[config.mk]
export PLATFORM = sky130hd
export DESIGN_NAME = doppler_phase_src
export DESIGN_NICKNAME = d
export VERILOG_FILES = /design/src/rtl/doppler_phase_src.sv
export SDC_FILE = /design/constraint.sdc
export NUM_CORES = 1
export LEC_CHECK = 0
export BUFFER_PORTS_ARGS = -buffer_cell sky130_fd_sc_hd__buf_2
export CAP_MARGIN = 15
export CORE_MARGIN = 3
export CORE_UTILIZATION = 54
export DETAILED_ROUTE_END_ITERATION = 7
export PLACE_DENSITY = 0.78
export SETUP_SLACK_MARGIN = 0.15
export SLEW_MARGIN = 40
export SYNTH_ARGS = -nofsm -noshare
export SYNTH_HDL_FRONTEND = slang
export SYNTH_SLANG_ARGS = --single-unit
[constraint.sdc]
create_clock -name clk -period 4.15 [get_ports clk]
set_input_delay 1.245 -clock clk [delete_from_list [all_inputs] [get_ports clk]]
set_output_delay 1.245 -clock clk [all_outputs]
set_load 0.005 [all_outputs]
[src/rtl/doppler_phase_src.sv]
// Phase-word source for the Doppler sin/cos ROM. An accumulator advances on each loaded beat.
// Optional build macro PHASE_DITHER_EN adds LFSR dither to the emitted phase only.
module doppler_phase_src #(
    parameter int unsigned ACC_W   = 32,
    parameter int unsigned PHASE_W = 16
) (
    input  logic               clk,
    input  logic               rst_n,
    input  logic               run,
    input  logic               freq_valid,
    output logic               freq_ready,
    input  logic [ACC_W-1:0]   freq_data,
    input  logic [PHASE_W-1:0] phase_offset,
    input  logic               sync_clr,
    output logic               m_axis_phase_tvalid,
    input  logic               m_axis_phase_tready,
    output logic [PHASE_W-1:0] m_axis_phase_tdata,
    output logic [31:0]        beat_count
);

    logic [ACC_W-1:0]   acc_q, acc_d;
    logic [ACC_W-1:0]   freq_q, freq_d;
    logic [ACC_W-1:0]   pend_freq_q, pend_freq_d;
    logic               pend_valid_q, pend_valid_d;
    logic               clr_pend_q, clr_pend_d;
    logic               tvalid_q, tvalid_d;
    logic [PHASE_W-1:0] tdata_q, tdata_d;
    logic [31:0]        beat_cnt_q, beat_cnt_d;

    logic               load;
    logic               xfer;
    logic               freq_acc;
    logic [ACC_W-1:0]   f_eff;
    logic [ACC_W-1:0]   a_eff;
    logic [ACC_W-1:0]   a_out;

    assign load     = run & (~tvalid_q | m_axis_phase_tready);
    assign xfer     = tvalid_q & m_axis_phase_tready;
    assign freq_acc = freq_valid & ~pend_valid_q;

    assign f_eff = pend_valid_q ? pend_freq_q : freq_q;
    assign a_eff = (clr_pend_q | sync_clr) ? '0 : acc_q;

`ifdef PHASE_DITHER_EN
    logic [15:0]      lfsr_q, lfsr_d;
    logic [ACC_W-1:0] dith_mask;

    // Dither only spans the bits that truncation throws away.
    assign dith_mask = {ACC_W{1'b1}} >> PHASE_W;
    assign a_out     = a_eff + (ACC_W'(lfsr_q) & dith_mask);

    always_comb begin
        lfsr_d = lfsr_q;
        if (load) begin
            // Galois form of x^16+x^14+x^13+x^11+1, shifting right.
            lfsr_d = {1'b0, lfsr_q[15:1]} ^ (lfsr_q[0] ? 16'hB400 : 16'h0000);
        end
    end

    always_ff @(posedge clk or negedge rst_n) begin
        if (!rst_n) begin
            lfsr_q <= 16'hACE1;
        end else begin
            lfsr_q <= lfsr_d;
        end
    end
`else
    assign a_out = a_eff;
`endif

    always_comb begin
        acc_d        = acc_q;
        freq_d       = freq_q;
        pend_freq_d  = pend_freq_q;
        pend_valid_d = pend_valid_q;
        clr_pend_d   = clr_pend_q;
        tvalid_d     = tvalid_q;
        tdata_d      = tdata_q;
        beat_cnt_d   = beat_cnt_q;

        if (load) begin
            tdata_d      = a_out[ACC_W-1 -: PHASE_W] + phase_offset;
            acc_d        = a_eff + f_eff;
            freq_d       = f_eff;
            pend_valid_d = 1'b0;
            clr_pend_d   = 1'b0;
            tvalid_d     = 1'b1;
        end else begin
            if (xfer) begin
                tvalid_d = 1'b0;
            end
            // A clear that misses a load waits for the next one; the held beat stays intact.
            if (sync_clr) begin
                clr_pend_d = 1'b1;
            end
        end

        // A word accepted alongside a load is only applied at the following load.
        if (freq_acc) begin
            pend_freq_d  = freq_data;
            pend_valid_d = 1'b1;
        end

        if (xfer) begin
            beat_cnt_d = beat_cnt_q + 32'd1;
        end
    end

    always_ff @(posedge clk or negedge rst_n) begin
        if (!rst_n) begin
            acc_q        <= '0;
            freq_q       <= '0;
            pend_freq_q  <= '0;
            pend_valid_q <= 1'b0;
            clr_pend_q   <= 1'b0;
            tvalid_q     <= 1'b0;
            tdata_q      <= '0;
            beat_cnt_q   <= '0;
        end else begin
            acc_q        <= acc_d;
            freq_q       <= freq_d;
            pend_freq_q  <= pend_freq_d;
            pend_valid_q <= pend_valid_d;
            clr_pend_q   <= clr_pend_d;
            tvalid_q     <= tvalid_d;
            tdata_q      <= tdata_d;
            beat_cnt_q   <= beat_cnt_d;
        end
    end

    assign freq_ready          = ~pend_valid_q;
    assign m_axis_phase_tvalid = tvalid_q;
    assign m_axis_phase_tdata  = tdata_q;
    assign beat_count          = beat_cnt_q;

endmodule

# Yosys cells after proc, flatten, opt, wreduce, memory -nomap -nowiden
# Index checks and enable logic that the tools add are counted.
dict set report classes {
  n_addsub 3
  n_mux 8
  n_bitwise 7
  n_reduce_logical 3
}
# op count
set op_table {}
lappend op_table {{32-bit 2-to-1 mux} 2}
lappend op_table {{32-bit by 1-bit adder with 32-bit output (second input constant)} 1}
lappend op_table {{32-bit adder} 1}
lappend op_table {{16-bit adder} 1}
lappend op_table {{1-bit 2-to-1 mux} 6}
lappend op_table {{2-bit nonzero test} 3}
lappend op_table {{1-bit AND} 3}
lappend op_table {{1-bit inverter} 2}
lappend op_table {{1-bit OR} 2}
dict set report totals {
  register_bits 147
  output_inout_bits 50
  elab_cells 29
}

# Longest topological paths before layout
dict set report depth {
  depth_word 5
  ltp_mapped 18
}

# Worst setup path after synthesis
# Ideal clock, no wire load.
dict set report synth_timing {
  path_kind {input port to flip-flop}
  startpoint {in sync_clr}
  endpoint {reg acc_q[22]}
  arrival_ps 5141
  required_ps 4006
  path_slack_ps -1135
  path_stages 18
  path_buffers 4
  cell_sequence {nor2_1 clkbuf_1 clkbuf_1 buf_1 clkbuf_1 and2_1 ha_1 fa_1 a21o_1 a21oi_1 o21a_1 o311ai_2 a31oi_1 o21ai_0 a21oi_1 nor4_1 mux2i_1 a21boi_0}
}
dict set report synth_between {
  elab_chain_cells 3
}
# item line_no
set synth_rtl {}
lappend synth_rtl {{from (decl)} 14} ;# input logic sync_clr,
lappend synth_rtl {{1-bit OR} 42} ;# assign a_eff = (clr_pend_q | sync_clr) ? '0 : acc_q;
lappend synth_rtl {{32-bit 2-to-1 mux} 42}
lappend synth_rtl {{32-bit adder} 83} ;# acc_d = a_eff + f_eff;
lappend synth_rtl {{to (signal assigned)} 111} ;# acc_q <= '0;
lappend synth_rtl {{to (signal assigned)} 120} ;# acc_q <= acc_d;
lappend synth_rtl {{to (decl)} 21} ;# logic [ACC_W-1:0] acc_q, acc_d;
# No other way between the ends.
# A chain may end at the register's enable or synchronous reset.

# Worst setup path in the final report
dict set report layout_timing {
  startpoint {in sync_clr}
  endpoint {reg tdata_q[13], in the netlist m_axis_phase_tdata[13]}
}
dict set report layout_between {
  elab_chain_cells 3
}
# item line_no
set layout_rtl {}
lappend layout_rtl {{1-bit OR} 42}
lappend layout_rtl {{32-bit 2-to-1 mux} 42}
lappend layout_rtl {{16-bit adder} 82} ;# tdata_d = a_out[ACC_W-1 -: PHASE_W] + phase_offset;
lappend layout_rtl {{to (signal assigned)} 126} ;# tdata_q <= tdata_d;
lappend layout_rtl {{to (decl)} 27} ;# logic [PHASE_W-1:0] tdata_q, tdata_d;
# No other way between the ends.

==> results.json <==
{
  "cts_tree": "yes",
  "final_hold_viol_count": 0,
  "syn_to_final_growth_pct": 19.2,
  "wl_per_cell_um": 16.0,
  "drc": 0,
  "async_flop_share_pct": 100,
  "p_sw_mw": 2.47,
  "cts_max_level": 4,
  "ys_top_cells_by_count": "dfrtp_1, nand2_1, mux2_2",
  "p_clk_share_pct": 23.9,
  "core_um2": 16100,
  "synthXorXnorAreaFrac_pct": 7.68,
  "syn_area_per_cell_um2": 9.81,
  "place_congestion": 0.870,
  "r2r_cells": 13,
  "worst_slew_pin_slew_ps": 726,
  "postLayoutCellArea_um2": 10700,
  "yosys.area_share.simple_pct": 14.7,
  "cts_made_buffers": 17,
  "ys_types": 74,
  "worstPathArrival_ps": 4100,
  "worst_clock_skew_ps": 8.15,
  "synth_area_um2": 9000,
  "internal_power_mw": 4.32,
  "drt-met1-wl_um": 9560,
  "rrSetupSlack_ps": 460,
  "reg2reg_to": "acc_q[22]",
  "grt_max_degree": 83,
  "top_layer_used": "met4",
  "insertion_delay_ps": 420,
  "rsz0062_at_grt": "no",
  "syn-num-nets": 1007,
  "met3_length_um": 1030,
  "ys_seq_area_share_pct": 40.9,
  "root_buffer": "clkbuf_16",
  "switching_share_pct": 36.4,
  "grt_usage_pct": 23.0,
  "cts_buffer_depth": 2,
  "syn_inst": 918,
  "critPathKind": "primary input to flip-flop",
  "dieArea_um2": 18300,
  "utilization_pct": 66.6,
  "route.met2.wl_um": 9360,
  "tns_ps": 0,
  "end_kind": "flip-flop",
  "port_buffers": 103,
  "synth_top_cell_area_share_pct": 40.9,
  "synth-main-ff-cell": "dfrtp_1",
  "first_global_vias": 7023,
  "synth_edf_count": 0,
  "cts.sinks": 147,
  "hp-class": "flip-flop to flip-flop",
  "rows": 46,
  "grt-ovfl-total": 0,
  "diodes": 0,
  "max_freq_ghz": 0.263,
  "endpoint": "m_axis_phase_tdata[13]",
  "ir_drop_mv": 0.349,
  "maxSlewViolCount": 0,
  "comb_power_share_pct": 41.8,
  "outcome": "complete, no violations",
  "synth_top_family_by_area": "compound AO/OA/AOI/OAI gates",
  "pin_count": 104,
  "critPathLaunchType": "primary input",
  "vias_per_cell": 5.73,
  "finalCritPeriodShare_pct": 91.6,
  "r2r-start": "pend_valid_q",
  "post_cts_resized": 0,
  "nNetsFinal": 1125,
  "antenna_found_initial": 0,
  "synth_seq_cells": 147,
  "netlist_top_cells_area": "dfrtp_1, mux2_2, xnor2_1, ha_1, nand2_1",
  "synth.yosys.warnings": 0,
  "crit_path_start": "sync_clr",
  "nFillCells": 1328,
  "synth_largest_area_cell": "dfrtp_1",
  "dp_hpwl_um": 14900,
  "cp_max_fo": 7,
  "fin_total_pwr_mw": 6.80,
  "fp.dieW_um": 135,
  "synth-compound-area-share_pct": 15.9,
  "synth_mux_area_share_pct": 12.9,
  "initial_utilization_pct": 55.9,
  "power_density_nw_per_um2": 633,
  "first_pass_iters": 5,
  "grt_pass1_wl_um": 34200,
  "leakagePower_nw": 4.98,
  "ant_nets": 0,
  "drt_iter0_markers": 309,
  "maxCapViolations": 0,
  "dr_total_vias": 7237,
  "die_h_um": 135,
  "clkSlewWorstSetupHoldPaths_ps": 60,
  "cts_hold_buf": 0,
  "multiInputGateArea_um2": 5270,
  "period_minus_slack_ps": 3800,
  "setup_viol": 0,
  "synth-adder-area-share_pct": 5.28,
  "placed_cell_area_um2": 10100,
  "crit_required_ps": 4450,
  "pwr-share-seq_pct": 34.2,
  "yosysMostFrequentCell": "dfrtp_1",
  "drive_above_1_share_pct": 29.8,
  "relSlewSlack_pct": 50.2,
  "worstHoldPathCells": 1,
  "seqCellArea_um2": 3680,
  "cts_setup_buffers": 0,
  "drt-total-wl_um": 20300
}
[cell families (layout without fill, tap and decap cells)]
kind of cell    after synthesis  count (layout)
simple gates                275             275
compound gates              218             218
flops                       147             147
mux                         101             101
xor+xnor                     79              79
buf+inv                      60             190
fa+ha+maj                    38              38
[sequential cells by signal, indices dropped and copies added (netlist names)]
name,cells
acc_q,32
beat_count,32
freq_q,32
pend_freq_q,32
m_axis_phase_tdata,16
clr_pend_q,1
m_axis_phase_tvalid,1
pend_valid_q,1
[layout by cell type, fill, tap and decap left out, types with 6 or more instances in the layout]
master	count
a31oi_1	9
a211oi_1	6
buf_2	102
buf_4	38
o21ai_1	9
o31ai_1	7
o22ai_1	6
nor3_1	12
mux2_2	89
and3_1	14
xnor2_1	55
nor2_1	45
nand4_1	9
inv_1	17
dfrtp_1	146
nand3_1	20
o21ai_0	60
ha_1	30
nand2_1	108
clkbuf_16	17
and2_1	27
a21o_1	18
xor2_1	24
mux2i_1	8
a21oi_1	36
[worst max-delay path: stages]
cell and delay (ps):
buf_2 120, nor2_4 60, buf_4 160, and2_4 150
ha_4 180, o221ai_2 140, o21ai_2 110, a211oi_2 240
nor3_1 90, o311ai_2 360, a31oi_1 170, a2111o_1 420
a31o_2 260, xor2_1 140, mux2_2 260
[power by group through the flow]
stage | logic [mW] | clock network [mW] | registers (mW)
4_1_cts | 2.84 | 1.65 | 2.32
5_1_grt | 3.17 | 1.72 | 2.40
3_3_place_gp | 2.73 | 0 | 2.31
6_report | 2.84 | 1.63 | 2.33
3_5_place_dp | 2.81 | 0 | 2.35
2_1_floorplan | 2.20 | 0 | 2.16
[layer usage]
metal | global-route usage [%] | vias up
li1 | - | 3548
met1 | 32.2 | 3496
met2 | 36.8 | 163
met3 | 3.80 | 30
met4 | 7.00 | 0
met5 | 0 | -
[layout make-up]
| class | count | area share (%) |
|---|---|---|
| well taps | 216 | 2.52 |
| multi-input cells | 711 | 49.1 |
| flip-flops and latches | 147 | 34.3 |
| clock buffers | 20 | 4.16 |
| clock inverters | 11 | 1.65 |
| repair buffers | 142 | 7.68 |
| inverters | 17 | 0.594 |
[through the flow]
step / setup WS, ps / hold WS (ps) / instances
after floorplan: -204 / 440 / 918
after global placement: 17.8 / 454 / 1232
after detailed placement: -39.8 / 463 / 1233
after CTS: 361 / 471 / 1264
after global routing: 199 / 483 / 1264
final: 350 / 462 / 1264
[worst min path at each step]
stage / startpoint / end / slack, ps
2_1_floorplan: acc_q[12] / acc_q[12] / 440
3_3_place_gp: acc_q[27] / acc_q[27] / 450
3_5_place_dp: beat_count[31] / beat_count[31] / 460
4_1_cts: beat_count[31] / beat_count[31] / 470
5_1_grt: beat_count[31] / beat_count[31] / 480
6_report: beat_count[31] / beat_count[31] / 460
(Power assumes the default switching activity.)
